===== config.mk =====
export PLATFORM = sky130hd
export DESIGN_NAME = debug_run_controller
export DESIGN_NICKNAME = d
export VERILOG_FILES = /design/src/rtl/debug_run_controller.sv
export SDC_FILE = /design/constraint.sdc
export NUM_CORES = 1
export LEC_CHECK = 0
export ABC_AREA = 1
export CORE_UTILIZATION = 55
export CTS_CLUSTER_DIAMETER = 80
export DETAILED_ROUTE_END_ITERATION = 16
export PLACE_DENSITY = 0.87
export SYNTH_ARGS = -nofsm -noshare
export SYNTH_HDL_FRONTEND = slang
export SYNTH_SLANG_ARGS = --single-unit

===== constraint.sdc =====
create_clock -name clock -period 5.6 [get_ports clock]
set_input_delay 1.12 -clock clock [delete_from_list [all_inputs] [get_ports clock]]
set_output_delay 1.12 -clock clock [all_outputs]
set_load 0.05 [all_outputs]

===== src/rtl/debug_run_controller.sv =====
// Run-control sequencer for a pipelined datapath under debug: decodes UART command bytes,
// gates pipeline enable/reset and requests register dumps after steps, EOP and watchdog expiry.
module debug_run_controller #(
  parameter logic [7:0] CMD_CONT   = 8'h63,
  parameter logic [7:0] CMD_STEP   = 8'h73,
  parameter logic [7:0] CMD_NEXT   = 8'h6E,
  parameter logic [7:0] CMD_RESET  = 8'h72,
  parameter int         MAX_CYCLES = 1000
) (
  input  logic        clock,
  input  logic        reset,
  input  logic        dataAvailable,
  input  logic [7:0]  rxData,
  output logic        readFifoFlag,
  input  logic        endOfProgram,
  input  logic        dumpDone,
  output logic        dumpReq,
  output logic        pipeEnable,
  output logic        pipeReset,
  output logic [15:0] cycleCount,
  output logic        timeout,
  output logic        ledIdle,
  output logic        ledCont,
  output logic        ledStep,
  output logic        ledSend,
  output logic [2:0]  debug_state
);

  typedef enum logic [2:0] {
    IDLE       = 3'd0,
    CONT       = 3'd1,
    STEP_WAIT  = 3'd2,
    STEP_PULSE = 3'd3,
    DUMP_REQ   = 3'd4
  } state_t;

  localparam logic [15:0] MAX_C = 16'(MAX_CYCLES);

  state_t      state, state_n;
  logic        eop_seen, eop_seen_n, from_step, from_step_n;
  logic        rff_n, dreq_n, en_n, prst_n, timeout_n, accept;
  logic [15:0] cnt_n, cnt_inc;

  assign debug_state = state;

  // RX handshake: the FIFO is first-word fall-through, so rxData is valid whenever
  // dataAvailable is high. A byte is consumed at an edge where dataAvailable=1 and
  // readFifoFlag=0; readFifoFlag is then high for the following cycle only, and the
  // FIFO pops on that cycle. The flag can never be high on two consecutive cycles,
  // which gives the FIFO a cycle to present its next head byte.
  always_comb begin
    cnt_inc     = (pipeEnable && cycleCount != 16'hFFFF) ? cycleCount + 16'd1 : cycleCount;
    accept      = (state == IDLE || state == STEP_WAIT) && dataAvailable && !readFifoFlag;
    state_n     = state;
    eop_seen_n  = eop_seen;
    from_step_n = from_step;
    rff_n       = accept;
    dreq_n      = 1'b0;
    en_n        = 1'b0;
    prst_n      = 1'b0;
    timeout_n   = timeout;
    cnt_n       = cnt_inc;
    case (state)
      IDLE, STEP_WAIT: begin
        if (accept) begin
          if (rxData == CMD_CONT) begin
            state_n = CONT;
            en_n    = 1'b1;
            // Continuing out of step mode keeps the running cycle count.
            if (state == IDLE) begin
              cnt_n      = 16'd0;
              timeout_n  = 1'b0;
              eop_seen_n = 1'b0;
            end
          end else if (rxData == CMD_STEP && state == IDLE) begin
            state_n    = STEP_WAIT;
            cnt_n      = 16'd0;
            timeout_n  = 1'b0;
            eop_seen_n = 1'b0;
          end else if (rxData == CMD_NEXT && state == STEP_WAIT) begin
            state_n = STEP_PULSE;
            en_n    = 1'b1;
          end else if (rxData == CMD_RESET) begin
            state_n   = IDLE;
            prst_n    = 1'b1;
            cnt_n     = 16'd0;
            timeout_n = 1'b0;
          end
        end
      end
      CONT: begin
        en_n = 1'b1;
        if (endOfProgram) eop_seen_n = 1'b1;
        if (cnt_inc >= MAX_C) timeout_n = 1'b1;
        if (endOfProgram || cnt_inc >= MAX_C) begin
          state_n     = DUMP_REQ;
          en_n        = 1'b0;
          dreq_n      = 1'b1;
          from_step_n = 1'b0;
        end
      end
      STEP_PULSE: begin
        state_n     = DUMP_REQ;
        dreq_n      = 1'b1;
        from_step_n = 1'b1;
        eop_seen_n  = eop_seen | endOfProgram;
      end
      DUMP_REQ: begin
        if (dumpDone) state_n = (from_step && !eop_seen) ? STEP_WAIT : IDLE;
        else          dreq_n  = 1'b1;
      end
      default: state_n = IDLE;
    endcase
  end

  always_ff @(posedge clock or posedge reset) begin
    if (reset) begin
      state        <= IDLE;
      eop_seen     <= 1'b0;
      from_step    <= 1'b0;
      readFifoFlag <= 1'b0;
      dumpReq      <= 1'b0;
      pipeEnable   <= 1'b0;
      pipeReset    <= 1'b0;
      cycleCount   <= 16'd0;
      timeout      <= 1'b0;
      ledIdle      <= 1'b1;
      ledCont      <= 1'b0;
      ledStep      <= 1'b0;
      ledSend      <= 1'b0;
    end else begin
      state        <= state_n;
      eop_seen     <= eop_seen_n;
      from_step    <= from_step_n;
      readFifoFlag <= rff_n;
      dumpReq      <= dreq_n;
      pipeEnable   <= en_n;
      pipeReset    <= prst_n;
      cycleCount   <= cnt_n;
      timeout      <= timeout_n;
      ledIdle      <= (state_n == IDLE);
      ledCont      <= (state_n == CONT);
      ledStep      <= (state_n == STEP_WAIT) || (state_n == STEP_PULSE);
      ledSend      <= (state_n == DUMP_REQ);
    end
  end

endmodule


==> metrics.yaml <==
run_status:
  status: "completed"
power_and_ir_drop:
  fin_total_pwr_mw: 0.690
  ir_drop_uv: 183
  leakage_nw: 1.30
  power_density_nw_per_um2: 278
setup_path:
  start_kind: "flop"
  path_delay_family: "buffers and inverters"
  slowest_delay_ns: 0.86
  cpMaxStageDelayCell: "clkdlybuf4s50_1"
  arrival_ns: 1.69
  crit_type: "flop to output pin"
  reg2reg_from: "cycleCount[0]"
  cp-end-kind: "output pin"
  worst_r2r_path_depth: 14
  crit_path_max_fanout: 7
  reg2reg_slack_ns: 3.11
  worstReg2RegEnd: "ledIdle"
  path_cells: "clkdlybuf4s50_1"
  crit_required_ns: 4.48
  path_buf_inv: 1
  worstSetupStartpoint: "debug_state[1]"
detailed_routing:
  ant_nets: 0
  firstDrtPassIters: 4
  wire_per_inst_um: 12.0
  drt_iter0_markers: 120
  vias: 1872
  drc_errors: 0
  routed_wl_mm: 4.51
  vias_per_cell: 4.97
clocking:
  clk_latency_ns: 0.33
  htreeDepth: 2
  max-clock-path-buffers: 2
  cts_tree: "yes"
  clock-sinks: 30
  cts_resized: 0
  clk_pin_slew_worst_paths_ns: 0.10
  postCtsHoldBufs: 0
  cts-root-buf: "clkbuf_4"
  cts_made_buffers: 5
  cts_setup_buffers: 0
finish:
  layout-drive-gt1-share: 0.127
  syn_to_final_growth_pct: 25.8
  final_area_sq_um: 2480
  top_register: "cycleCount"
  fin_nets: 344
  num_antenna_cells: 0
  largest_reg_flops: 16
floorplan:
  die_h_um: 61.9
  start_util: 0.583
  num_rows: 21
  core_sq_um: 3390
  ios: 41
  die_w_um: 61.9
  dieArea_sq_um: 3840
sta:
  final.setup_skew_ns: 0.0121
  drv_slew: 0
  setup_viol: 0
  rsz0062_at_grt: "false"
  holdWs_ns: 0.491
  finalSetupTns_ns: 0
  hold_viol_final: 0
  max_slew_margin: 0.267
  fin_crit_sh: 0.502
  timing.final.ws_setup_ns: 2.79
  post-route-min-period_ns: 2.81
  worstMarginPinSlew_ns: 1.10
  clock.fmax_mhz: 356
yosys:
  syn_area_sq_um: 1980
  seq_area_frac_synth: 0.381
  ys_warn_count: 0
  avgSynthCellArea_sq_um: 6.91
  synth_fp_nets: 300
  yosysUniqueCellTypes: 27
  ys_seq_elements: 30
  synthCells: 286
hold_path:
  hp-start: "from_step"
  hold_path_depth: 2
  min_to: "from_step"
  hp-class: "flop to flop"
placed_design:
  place_congestion: 0.900
  placed_area_sq_um: 2410
  io_buffers: 40
  place_ws_ns: 2.60
  hpwl_mm: 3.41
grt:
  use_met2: 0.456
  grt_first_pass_wirelength_mm: 7.38
  grt_pass1_vias: 1671
  grt_max_degree: 31
  grt_busiest_layer: "met2"
  antenna_found_initial: 0
  grtUsageTotal: 0.271
  grtUsageMet1: 0.340
  overflow: 0
  grt_use_met3: 0.0642
run:
  max-cap-violations: 0
==> layer usage <==
layer,part of all wire,routed length [um]
met1,0.45,2020
met4,0.018,80
met2,0.49,2230
met3,0.041,183
met5,0,0
==> area by class of cell <==
cell class                      instances  area (sq um)
Multi-Input combinational cell        207          1020
Tap cell                               46          57.6
Fill cell                             251           905
Sequential cell                        30           752
Timing Repair Buffer                   40           400
Inverter                               46           173
Clock inverter                          2          37.5
Clock buffer                            6          41.3
==> placed cells by master (no fill, tap or decap), types with 2 or more instances in the layout <==
master,netlist,layout
nand3_1,21,21
o211ai_1,2,2
nor2_4,3,3
nor2_1,38,38
nor2_2,8,8
clkbuf_4,0,5
nor3_1,4,4
clkdlybuf4s50_1,0,40
dfrtp_1,29,29
nand2_4,2,2
nand2_1,80,80
nand4_1,9,9
xor2_1,2,2
inv_1,46,46
nand2_2,15,15
o21ai_0,5,5
nand3_2,5,5
a21oi_1,5,5
==> cell usage after synthesis (all sizes together) <==
cell     n  share of area
nand2   97           0.21
nor2    49           0.11
inv     46          0.087
dfrtp   29           0.37
nand3   26          0.079
nand4    9          0.028
a21oi    6          0.017
o21ai    6          0.015
nor3     4          0.010
buf      3          0.014
o211ai   2         0.0076
xor2     2         0.0089
a41oi    1         0.0044
dfstp    1          0.013
ha       1         0.0063
nor3b    1         0.0038
o21bai   1         0.0038
o31ai    1         0.0038
xnor2    1         0.0044
==> power by group <==
part / switching (mW) / leakage (nW) / internal, mW
Clock: 0.0778 / 0.0385 / 0.0941
Combinational: 0.166 / 0.895 / 0.0797
Sequential: 0.0306 / 0.364 / 0.241
==> cell families after synthesis <==
logic type,after synthesis,share of synthesized area
buffers and inverters,49,0.101
AOI/OAI and AO/OA,17,0.0519
adders and majority gates,1,0.00633
xor gates and xnor gates,3,0.0133
and+or+nand+nor,186,0.446
DFF,30,0.381
==> worst max path at each step <==
stage                      to  slack [ns]  cells after the start
3_5_place_dp          timeout        2.60                      8
5_1_grt         cycleCount[9]        2.70                      9
3_3_place_gp          timeout        2.65                      8
6_report       debug_state[1]        2.79                      1
4_1_cts            pipeEnable        2.79                      1
2_1_floorplan   cycleCount[5]        3.28                      9
==> through the flow <==
stage	std cells	util
CTS	377	0.733
finish	377	0.733
global placement	369	0.710
global route	377	0.733
detailed placement	369	0.710
floorplan	286	-
Note: power is estimated with default switching activity, not from simulation.
